===== src/rtl/scratchpad_arbiter.sv =====
// rtl/scratchpad_arbiter.sv - round-robin arbiter sharing a single-port 64-bit scratchpad RAM
// A locked requester keeps the port until it releases or LOCK_MAX cycles have elapsed.
module scratchpad_arbiter #(
  parameter int unsigned NUM_REQ  = 2,
  parameter logic [31:0] ADDRESS  = 32'h0,
  parameter logic [31:0] DEPTH    = 32'h100,
  parameter int unsigned AW       = 32,
  parameter int unsigned DW       = 64,
  parameter int unsigned LOCK_MAX = 16
) (
  input  logic                       clk_i,
  input  logic                       rst_ni,
  input  logic [NUM_REQ-1:0]         req_valid_i,
  output logic [NUM_REQ-1:0]         req_ready_o,
  input  logic [NUM_REQ-1:0]         req_write_i,
  input  logic [NUM_REQ-1:0]         req_lock_i,
  input  logic [NUM_REQ*AW-1:0]      req_addr_i,
  input  logic [NUM_REQ*DW-1:0]      req_wdata_i,
  input  logic [NUM_REQ*DW/8-1:0]    req_mask_i,
  output logic [NUM_REQ-1:0]         rsp_valid_o,
  output logic [DW-1:0]              rsp_rdata_o,
  output logic                       rsp_error_o,
  output logic                       ram_req_o,
  output logic                       ram_write_o,
  output logic [$clog2(DEPTH/8)-1:0] ram_addr_o,
  output logic [DW-1:0]              ram_wdata_o,
  output logic [DW-1:0]              ram_wmask_o,
  input  logic [DW-1:0]              ram_rdata_i
);

  localparam int unsigned WORDS = DEPTH / 8;
  localparam int unsigned RAW   = $clog2(WORDS);
  localparam int unsigned IW    = $clog2(NUM_REQ);
  localparam int unsigned CW    = $clog2(LOCK_MAX) + 1;
  localparam int unsigned MW    = DW / 8;

  typedef enum logic {IDLE, LOCKED} state_e;

  state_e             state_q, state_d;
  logic [IW-1:0]      rr_ptr_q, rr_ptr_d;
  logic [IW-1:0]      owner_q, owner_d;
  logic [CW-1:0]      lock_cnt_q, lock_cnt_d;
  logic [NUM_REQ-1:0] rsp_valid_q, rsp_valid_d;
  logic               rsp_error_q, rsp_error_d;

  logic               grant_vld;
  logic [IW-1:0]      winner;
  logic [IW-1:0]      cand;
  logic               accept;
  logic [NUM_REQ-1:0] grant_oh;
  logic [AW-1:0]      sel_addr, offset, word;
  logic [MW-1:0]      sel_mask;
  logic               sel_err;

  // Descending scan so the last hit is the requester nearest after rr_ptr.
  always_comb begin
    grant_vld = 1'b0;
    winner    = '0;
    cand      = '0;
    if (state_q == LOCKED) begin
      grant_vld = req_valid_i[owner_q];
      winner    = owner_q;
    end else begin
      for (int k = NUM_REQ; k >= 1; k--) begin
        cand = IW'((32'(rr_ptr_q) + 32'(k)) % 32'(NUM_REQ));
        if (req_valid_i[cand]) begin
          grant_vld = 1'b1;
          winner    = cand;
        end
      end
    end
  end

  assign accept      = grant_vld & rst_ni;
  assign grant_oh    = accept ? (NUM_REQ'(1) << winner) : '0;
  assign req_ready_o = grant_oh;

  // Addresses below the base wrap to huge word indices and fail the range check.
  assign sel_addr = req_addr_i[winner*AW +: AW];
  assign offset   = sel_addr - AW'(ADDRESS);
  assign word     = offset >> 3;
  assign sel_err  = (word >= AW'(WORDS)) || (sel_addr < AW'(ADDRESS));
  assign sel_mask = req_mask_i[winner*MW +: MW];

  assign ram_req_o   = accept;
  assign ram_write_o = accept & req_write_i[winner] & ~sel_err;
  assign ram_addr_o  = word[RAW-1:0];
  assign ram_wdata_o = req_wdata_i[winner*DW +: DW];

  always_comb begin
    ram_wmask_o = '0;
    for (int b = 0; b < MW; b++) begin
      ram_wmask_o[b*8 +: 8] = {8{sel_mask[b]}};
    end
  end

  always_comb begin
    state_d     = state_q;
    rr_ptr_d    = rr_ptr_q;
    owner_d     = owner_q;
    lock_cnt_d  = lock_cnt_q;
    rsp_valid_d = grant_oh;
    rsp_error_d = accept & sel_err;
    if (accept) begin
      rr_ptr_d = winner;
    end
    case (state_q)
      IDLE: begin
        if (accept && req_lock_i[winner]) begin
          state_d    = LOCKED;
          owner_d    = winner;
          lock_cnt_d = '0;
        end
      end
      LOCKED: begin
        lock_cnt_d = lock_cnt_q + 1'b1;
        if ((accept && !req_lock_i[winner]) || (lock_cnt_d >= CW'(LOCK_MAX - 1))) begin
          state_d    = IDLE;
          lock_cnt_d = '0;
        end
      end
      default: state_d = IDLE;
    endcase
  end

  always_ff @(posedge clk_i or negedge rst_ni) begin
    if (!rst_ni) begin
      state_q     <= IDLE;
      rr_ptr_q    <= IW'(NUM_REQ - 1);
      owner_q     <= '0;
      lock_cnt_q  <= '0;
      rsp_valid_q <= '0;
      rsp_error_q <= 1'b0;
    end else begin
      state_q     <= state_d;
      rr_ptr_q    <= rr_ptr_d;
      owner_q     <= owner_d;
      lock_cnt_q  <= lock_cnt_d;
      rsp_valid_q <= rsp_valid_d;
      rsp_error_q <= rsp_error_d;
    end
  end

  assign rsp_valid_o = rsp_valid_q;
  assign rsp_error_o = rsp_error_q;
  assign rsp_rdata_o = ram_rdata_i;

endmodule


===== config.mk =====
export PLATFORM = sky130hd
export DESIGN_NAME = scratchpad_arbiter
export DESIGN_NICKNAME = d
export VERILOG_FILES = /design/src/rtl/scratchpad_arbiter.sv
export SDC_FILE = /design/constraint.sdc
export NUM_CORES = 1
export LEC_CHECK = 0
export BUFFER_PORTS_ARGS = -buffer_cell sky130_fd_sc_hd__buf_2
export CAP_MARGIN = 30
export CORE_AREA = 2 2 190 192
export CTS_CLUSTER_SIZE = 20
export DETAILED_ROUTE_END_ITERATION = 10
export DIE_AREA = 0 0 192 194
export SLEW_MARGIN = 40
export SYNTH_ARGS = -nofsm -noshare
export SYNTH_HDL_FRONTEND = slang
export SYNTH_SLANG_ARGS = --single-unit

===== constraint.sdc =====
create_clock -name clk_i -period 2.11 [get_ports clk_i]
set_input_delay 0 -clock clk_i [delete_from_list [all_inputs] [get_ports clk_i]]
set_output_delay 0 -clock clk_i [all_outputs]
set_load 0.01 [all_outputs]

Word level (Yosys, flattened, before mapping)

Cells that the tools add are included.

Register bits after elaboration: 11
Input port bits: 280
Output and inout port bits: 204
Word-level logic and storage cells: 56

Add/subtract/negate cells: 3
$lt $le $gt $ge: 7
Equal/unequal tests: 1
Shifts and indexed selects: 4
Multiplexer cells: 23
Bitwise logic cells: 6
Reductions and logical operators: 6

Operators by type and width:

| kind                                                                                 | number |
|---|---|
| 128-bit by 8-bit indexed part select with 64-bit output                              | 1 |
| 64-bit by 7-bit indexed part select with 32-bit output                               | 1 |
| 32-bit by 1-bit < comparator with 1-bit output, second input constant                | 1 |
| 29-bit by 6-bit greater-or-equal comparator with 1-bit output, second input constant | 1 |
| 1-bit two-way mux                                                                    | 18 |
| 16-bit by 5-bit indexed part select with 8-bit output                                | 1 |
| 5-bit two-way mux                                                                    | 2 |
| 5-bit one-hot mux with 2 select lines                                                | 1 |
| 1-bit by 2-bit < comparator with 1-bit output, second input constant                 | 4 |
| 5-bit by 1-bit adder with 5-bit output, second input constant                        | 1 |
| 5-bit by 4-bit greater-or-equal comparator with 1-bit output, second input constant  | 1 |
| 1-bit AND                                                                            | 4 |
| 1-bit adder, second input constant                                                   | 2 |
| 1-bit logical AND                                                                    | 2 |
| 1-bit logical OR                                                                     | 2 |
| 2-bit two-way mux                                                                    | 1 |
| 2-bit inequality test, second input constant                                         | 1 |
| 1-bit NOT                                                                            | 2 |
| 1-bit one-hot mux with 2 select lines                                                | 1 |
| 2-bit AND reduction                                                                  | 1 |
| 1-bit by 1-bit left shift with 2-bit output, first input constant                    | 1 |
| 1-bit logical NOT                                                                    | 1 |

Logic depth before layout (Yosys ltp)

Word-level depth: 13
Depth in mapped cells: 7
Mapped depth without buffers: 7

Least setup slack after synthesis

OpenSTA, ideal clock, no wires.

Kind: register to register
Start point: register lock_cnt_q[0]
End point: register lock_cnt_q[3]
Setup time: 124 ps
Arrival: 1,661 ps
Required time: 1,986 ps
Setup slack: 325 ps
Cell stages (with the launch flop): 8
Buffers on the path: 0
Clock period less this slack: 1,785 ps
Cells stage by stage: dfrtp_1 -> inv_1 -> ha_1 -> nor2_1 -> a2bb2o_2 -> o211ai_2 -> nor3_1 -> a211o_1

Cells in the longest elaborated chain, start to end: 5

Ends and longest elaborated chain:

| item                                                         | RTL line | text |
|---|---|---|
| start: declaration                                           | 42       | `logic [CW-1:0] lock_cnt_q, lock_cnt_d;` |
| start signal: assignment                                     | 138      | `lock_cnt_q <= lock_cnt_d;` |
| 5-bit by 1-bit adder with 5-bit output *                     | 116      | `lock_cnt_d = lock_cnt_q + 1'b1;` |
| 5-bit by 4-bit greater-or-equal comparator with 1-bit output | 117      | `if ((accept && !req_lock_i[winner]) \|\| (lock_cnt_d >= CW'(LOCK_MAX - 1))) begin` |
| 1-bit logical OR                                             | 117      |  |
| 5-bit two-way mux *                                          | 117      |  |
| 5-bit one-hot mux with 2 select lines *                      | 107      | `case (state_q)` |

Every way passes the cells marked *; elsewhere a longest branch is shown, timed or not.
A chain may end at the register's enable or synchronous reset.

Worst setup path in the final report

Start point: register rr_ptr_q
End point: output ram_wdata_o[13]

Cells in the longest elaborated chain, start to end: 7
Elaborated cells on any way between the ends: 10
Those cells by class: add/sub (2); shift (1); mux (7)

Ends and longest elaborated chain:

| item                                                      | RTL line | text |
|---|---|---|
| start: declaration                                        | 40       | `logic [IW-1:0] rr_ptr_q, rr_ptr_d;` |
| start signal: assignment                                  | 129      | `rr_ptr_q <= IW'(NUM_REQ - 1);` |
| start signal: assignment                                  | 136      | `rr_ptr_q <= rr_ptr_d;` |
| 1-bit adder                                               | 65       | `cand = IW'((32'(rr_ptr_q) + 32'(k)) % 32'(NUM_REQ));` |
| 1-bit two-way mux (not written as such) (2 in series)     | 66       | `if (req_valid_i[cand]) begin` |
| 1-bit two-way mux                                         | 66       |  |
| 1-bit two-way mux *                                       | 66       |  |
| 1-bit two-way mux *                                       | 60       | `if (state_q == LOCKED) begin` |
| 128-bit by 8-bit indexed part select with 64-bit output * | 88       | `assign ram_wdata_o = req_wdata_i[winner*DW +: DW];` |
| end: declaration                                          | 26       | `output logic [DW-1:0] ram_wdata_o,` |

Every way passes the cells marked *; elsewhere a longest branch is shown, timed or not. The select of a mux whose other input is x is not followed.

==> results.toml <==
[status]
status = "finished, final reports clean"

[critical_path]
crit_slowest_cell = "dfstp_2"
regToRegStartpoint = "lock_cnt_q[0]$_DFFE_PN0P_"
critical_path.max_fanout = 19
end_kind = "output port"
worst-endpoint-required_ps = 2110
critical_path.max_stage_delay_ps = 520
cp-start-kind = "flop"
worst-setup-path-type = "flop to output port"
timing.critical_path.buf_inv = 3
cp.arrival_ps = 1980
crit_chain = "a21bo_1 -> o21a_4 -> buf_12 -> buf_16 -> mux2_4 -> buf_2"
r2r_setup_slack_ps = 150
ff2ff_path_depth = 7
r2r_end = "lock_cnt_q[3]$_DFFE_PN0P_"
cp_top_family = "buffers and inverters"

[cts]
h-tree-depth = 1
cts_made_buffers = 3
path_clk_slew_ps = 40
clkLatencyLatePin_ps = 240
clk_path_buf_depth = 2
root_buffer = "clkbuf_16"
cts_tree = "yes"
cts_num_sinks = 11

[timing]
fin_worst_skew_ps = 2.46
tns_ps = 0
max_slew_margin_pct = 72.1
worstMarginPinSlew_ps = 419
period_minus_slack_ps = 1980
fmax_mhz = 504
drv_slew = 0
fin_crit_sh_pct = 94.0
hold_viol = 0
hold_slack_ps = 0.00393
setup-violations-final = 0
rsz0062_at_grt = "no"

[grt]
grt_pass1_wl_um = 14100
grt_pass1_vias = 2629
grt-ovfl-total = 0
grt_max_degree = 30
antenna_found_initial = 1
grt_usage_pct = 4.92

[min_path]
min_from = "ram_rdata_i[38]"
min_to = "rsp_rdata_o[38]"
holdPathStages = 0
hold_class = "input pin to output port"

[cells_and_area]
most-common-layout-cells = "349 x buf_2, 65 x mux2_4, 12 x mux2_2, 12 x nor4_1, 10 x dfrtp_1"
area_delta_synth_final_pct = 55.0
final_common_cell = "buf_2"
num-nets-final = 804
multi_input_area_mm2 = 0.00155
regArea_um2 = 277
n_fill_cell = 4104
drive_above_1_share_pct = 86.2

[pwr]
seq_power_share_pct = 7.6
power_switching_uw = 2240
p_leak_uw = 0.00239
p_int_uw = 2860
p_comb_share_pct = 85.4
ir_worst_vdd_mv = 0.336
p_sw_share_pct = 43.9
power_density_mw_per_mm2 = 1160
clockPowerShare_pct = 7.0

[floorplan]
io_pins = 484
fp.dieH_um = 194
rows = 69
coreArea_mm2 = 0.0352
dieArea_mm2 = 0.0372
start_util_pct = 8.02
fp.dieW_um = 192

[synth]
postSynthAreaPerCell_um2 = 9.92
synth_cell_types = 34
syn_nets = 567
seq_area_frac_synth_pct = 9.78
syn-cell-area_mm2 = 0.00283
ys_ff_latch = 11
netlist_instances = 285
yosys_warnings = 0

[place]
portBuffers = 349
gp_congestion = 0.722
hpwl_um = 9750

[route]
totalWireLength_um = 10700
drt_iter0_drc = 83
postRouteAntennaNets = 0
num_vias = 2897
wl_per_cell_um = 10.9
drc = 0
viasPerCell = 2.95
firstDrtPassIters = 4

[job]
drv_cap = 0
state kept, by name, summed over array words and instances, names as in the netlist:
| register | flops |
|---|---|
| lock_cnt_q | 5 |
| state_q | 1 |
| rsp_error_o | 1 |
| rr_ptr_q | 1 |
| rsp_valid_o | 2 |
| owner_q | 1 |
per-stage QoR:
stage | area [um2] | power [uW] | util, % | cells | setup WS, ps
after global placement | 4270 | 4710 | 12.1 | 976 | 184
after detailed placement | 4270 | 4750 | 12.1 | 976 | 159
after global routing | 4380 | 5500 | 12.4 | 982 | 24.2
after CTS | 4360 | 5110 | 12.4 | 981 | 51.0
final | 4380 | 5090 | 12.4 | 983 | 126
after floorplan | 2830 | 3880 | - | 285 | 325
cell families (layout without fill, tap and decap cells):
logic type | Yosys count | in the layout | synth area share (%)
AOI/OAI and AO/OA | 20 | 20 | 5.53
xor gates and xnor gates | 2 | 2 | 0.620
adders and majority gates | 2 | 2 | 0.885
buffers and inverters | 133 | 369 | 35.8
DFF | 11 | 11 | 9.78
muxes | 78 | 78 | 39.7
other | 0 | 1 | 0
and+or+nand+nor | 39 | 39 | 7.75
synth_stat cells:
| library cell | n | area share (%) |
|---|---|---|
| nor4b_2 | 1 | 0.53 |
| nand3_1 | 2 | 0.35 |
| a211o_1 | 1 | 0.31 |
| mux2_4 | 65 | 35 |
| o211ai_2 | 1 | 0.44 |
| a21oi_1 | 3 | 0.53 |
| nor2_1 | 7 | 0.93 |
| dfrtp_1 | 10 | 8.9 |
| a21bo_1 | 1 | 0.35 |
| a211oi_1 | 2 | 0.53 |
| nand2b_1 | 2 | 0.44 |
| and2_1 | 2 | 0.44 |
| nor3_1 | 4 | 0.71 |
| o211ai_1 | 1 | 0.27 |
| ha_1 | 2 | 0.89 |
| mux2_2 | 12 | 4.8 |
| nor4_2 | 1 | 0.44 |
| o211a_4 | 1 | 0.62 |
| mux2i_1 | 1 | 0.35 |
| dfstp_2 | 1 | 0.93 |
| o21a_1 | 1 | 0.27 |
| nand2_1 | 6 | 0.80 |
| a21o_1 | 4 | 1.1 |
| nand4_1 | 2 | 0.44 |
| inv_2 | 1 | 0.13 |
| a2bb2o_2 | 1 | 0.40 |
| inv_1 | 3 | 0.40 |
| buf_4 | 120 | 32 |
| buf_6 | 8 | 3.2 |
| o21ai_0 | 3 | 0.53 |
| xor2_1 | 2 | 0.62 |
| buf_2 | 1 | 0.18 |
| a31oi_1 | 1 | 0.22 |
| nor4_1 | 12 | 2.7 |
timing repair:
item,CTS,global route
hold buffers,1,0
buffers inserted,0,1
resized for setup,0,1
endpoints found under the hold margin,11,0
endpoints found under the setup margin,0,17
power groups by stage:
stage / clock network [uW] / registers [uW] / logic (uW)
3_5_place_dp: 0 / 391 / 4350
3_3_place_gp: 0 / 386 / 4320
2_1_floorplan: 0 / 377 / 3500
6_report: 355 / 389 / 4350
4_1_cts: 359 / 389 / 4370
5_1_grt: 371 / 405 / 4720
routing by layer:
layer	global-route usage [%]	vias to the layer above	part of all wire, %
li1	-	1344	-
met1	5.37	1300	36
met2	9.15	241	51
met3	1.67	12	12
met4	0.961	0	1.3
met5	0	-	0
worst register-to-register path, delay by kind of cell (launching register included):
family,cells,cell delay (ps)
buffers and inverters,1,70
DFF,1,410
AOI/OAI and AO/OA,3,860
and+or+nand+nor,2,190
adders and majority gates,1,310
cell type report:
| type | count | area share [%] |
|---|---|---|
| inverters | 4 | 0.343 |
| clock inverters | 1 | 0.114 |
| multi-input cells | 141 | 35.3 |
| repair buffers | 361 | 43.0 |
| diodes | 1 | 0.0571 |
| flip-flops and latches | 11 | 6.31 |
| well taps | 461 | 13.2 |
| clock buffers | 3 | 1.71 |
worst max-delay path by stage:
stage	from	to	slack [ps]	depth (start not counted)
after detailed placement	lock_cnt_q[0]$_DFFE_PN0P_	lock_cnt_q[3]$_DFFE_PN0P_	160	7
after global routing	rr_ptr_q$_DFFE_PN1P_	ram_addr_o[4]	20	6
after floorplan	lock_cnt_q[0]$_DFFE_PN0P_	lock_cnt_q[3]$_DFFE_PN0P_	320	7
after global placement	lock_cnt_q[0]$_DFFE_PN0P_	lock_cnt_q[3]$_DFFE_PN0P_	180	7
after CTS	rr_ptr_q$_DFFE_PN1P_	ram_addr_o[4]	50	6
final	rr_ptr_q$_DFFE_PN1P_	ram_wdata_o[13]	130	6
Power figures use the tool's default switching activity.
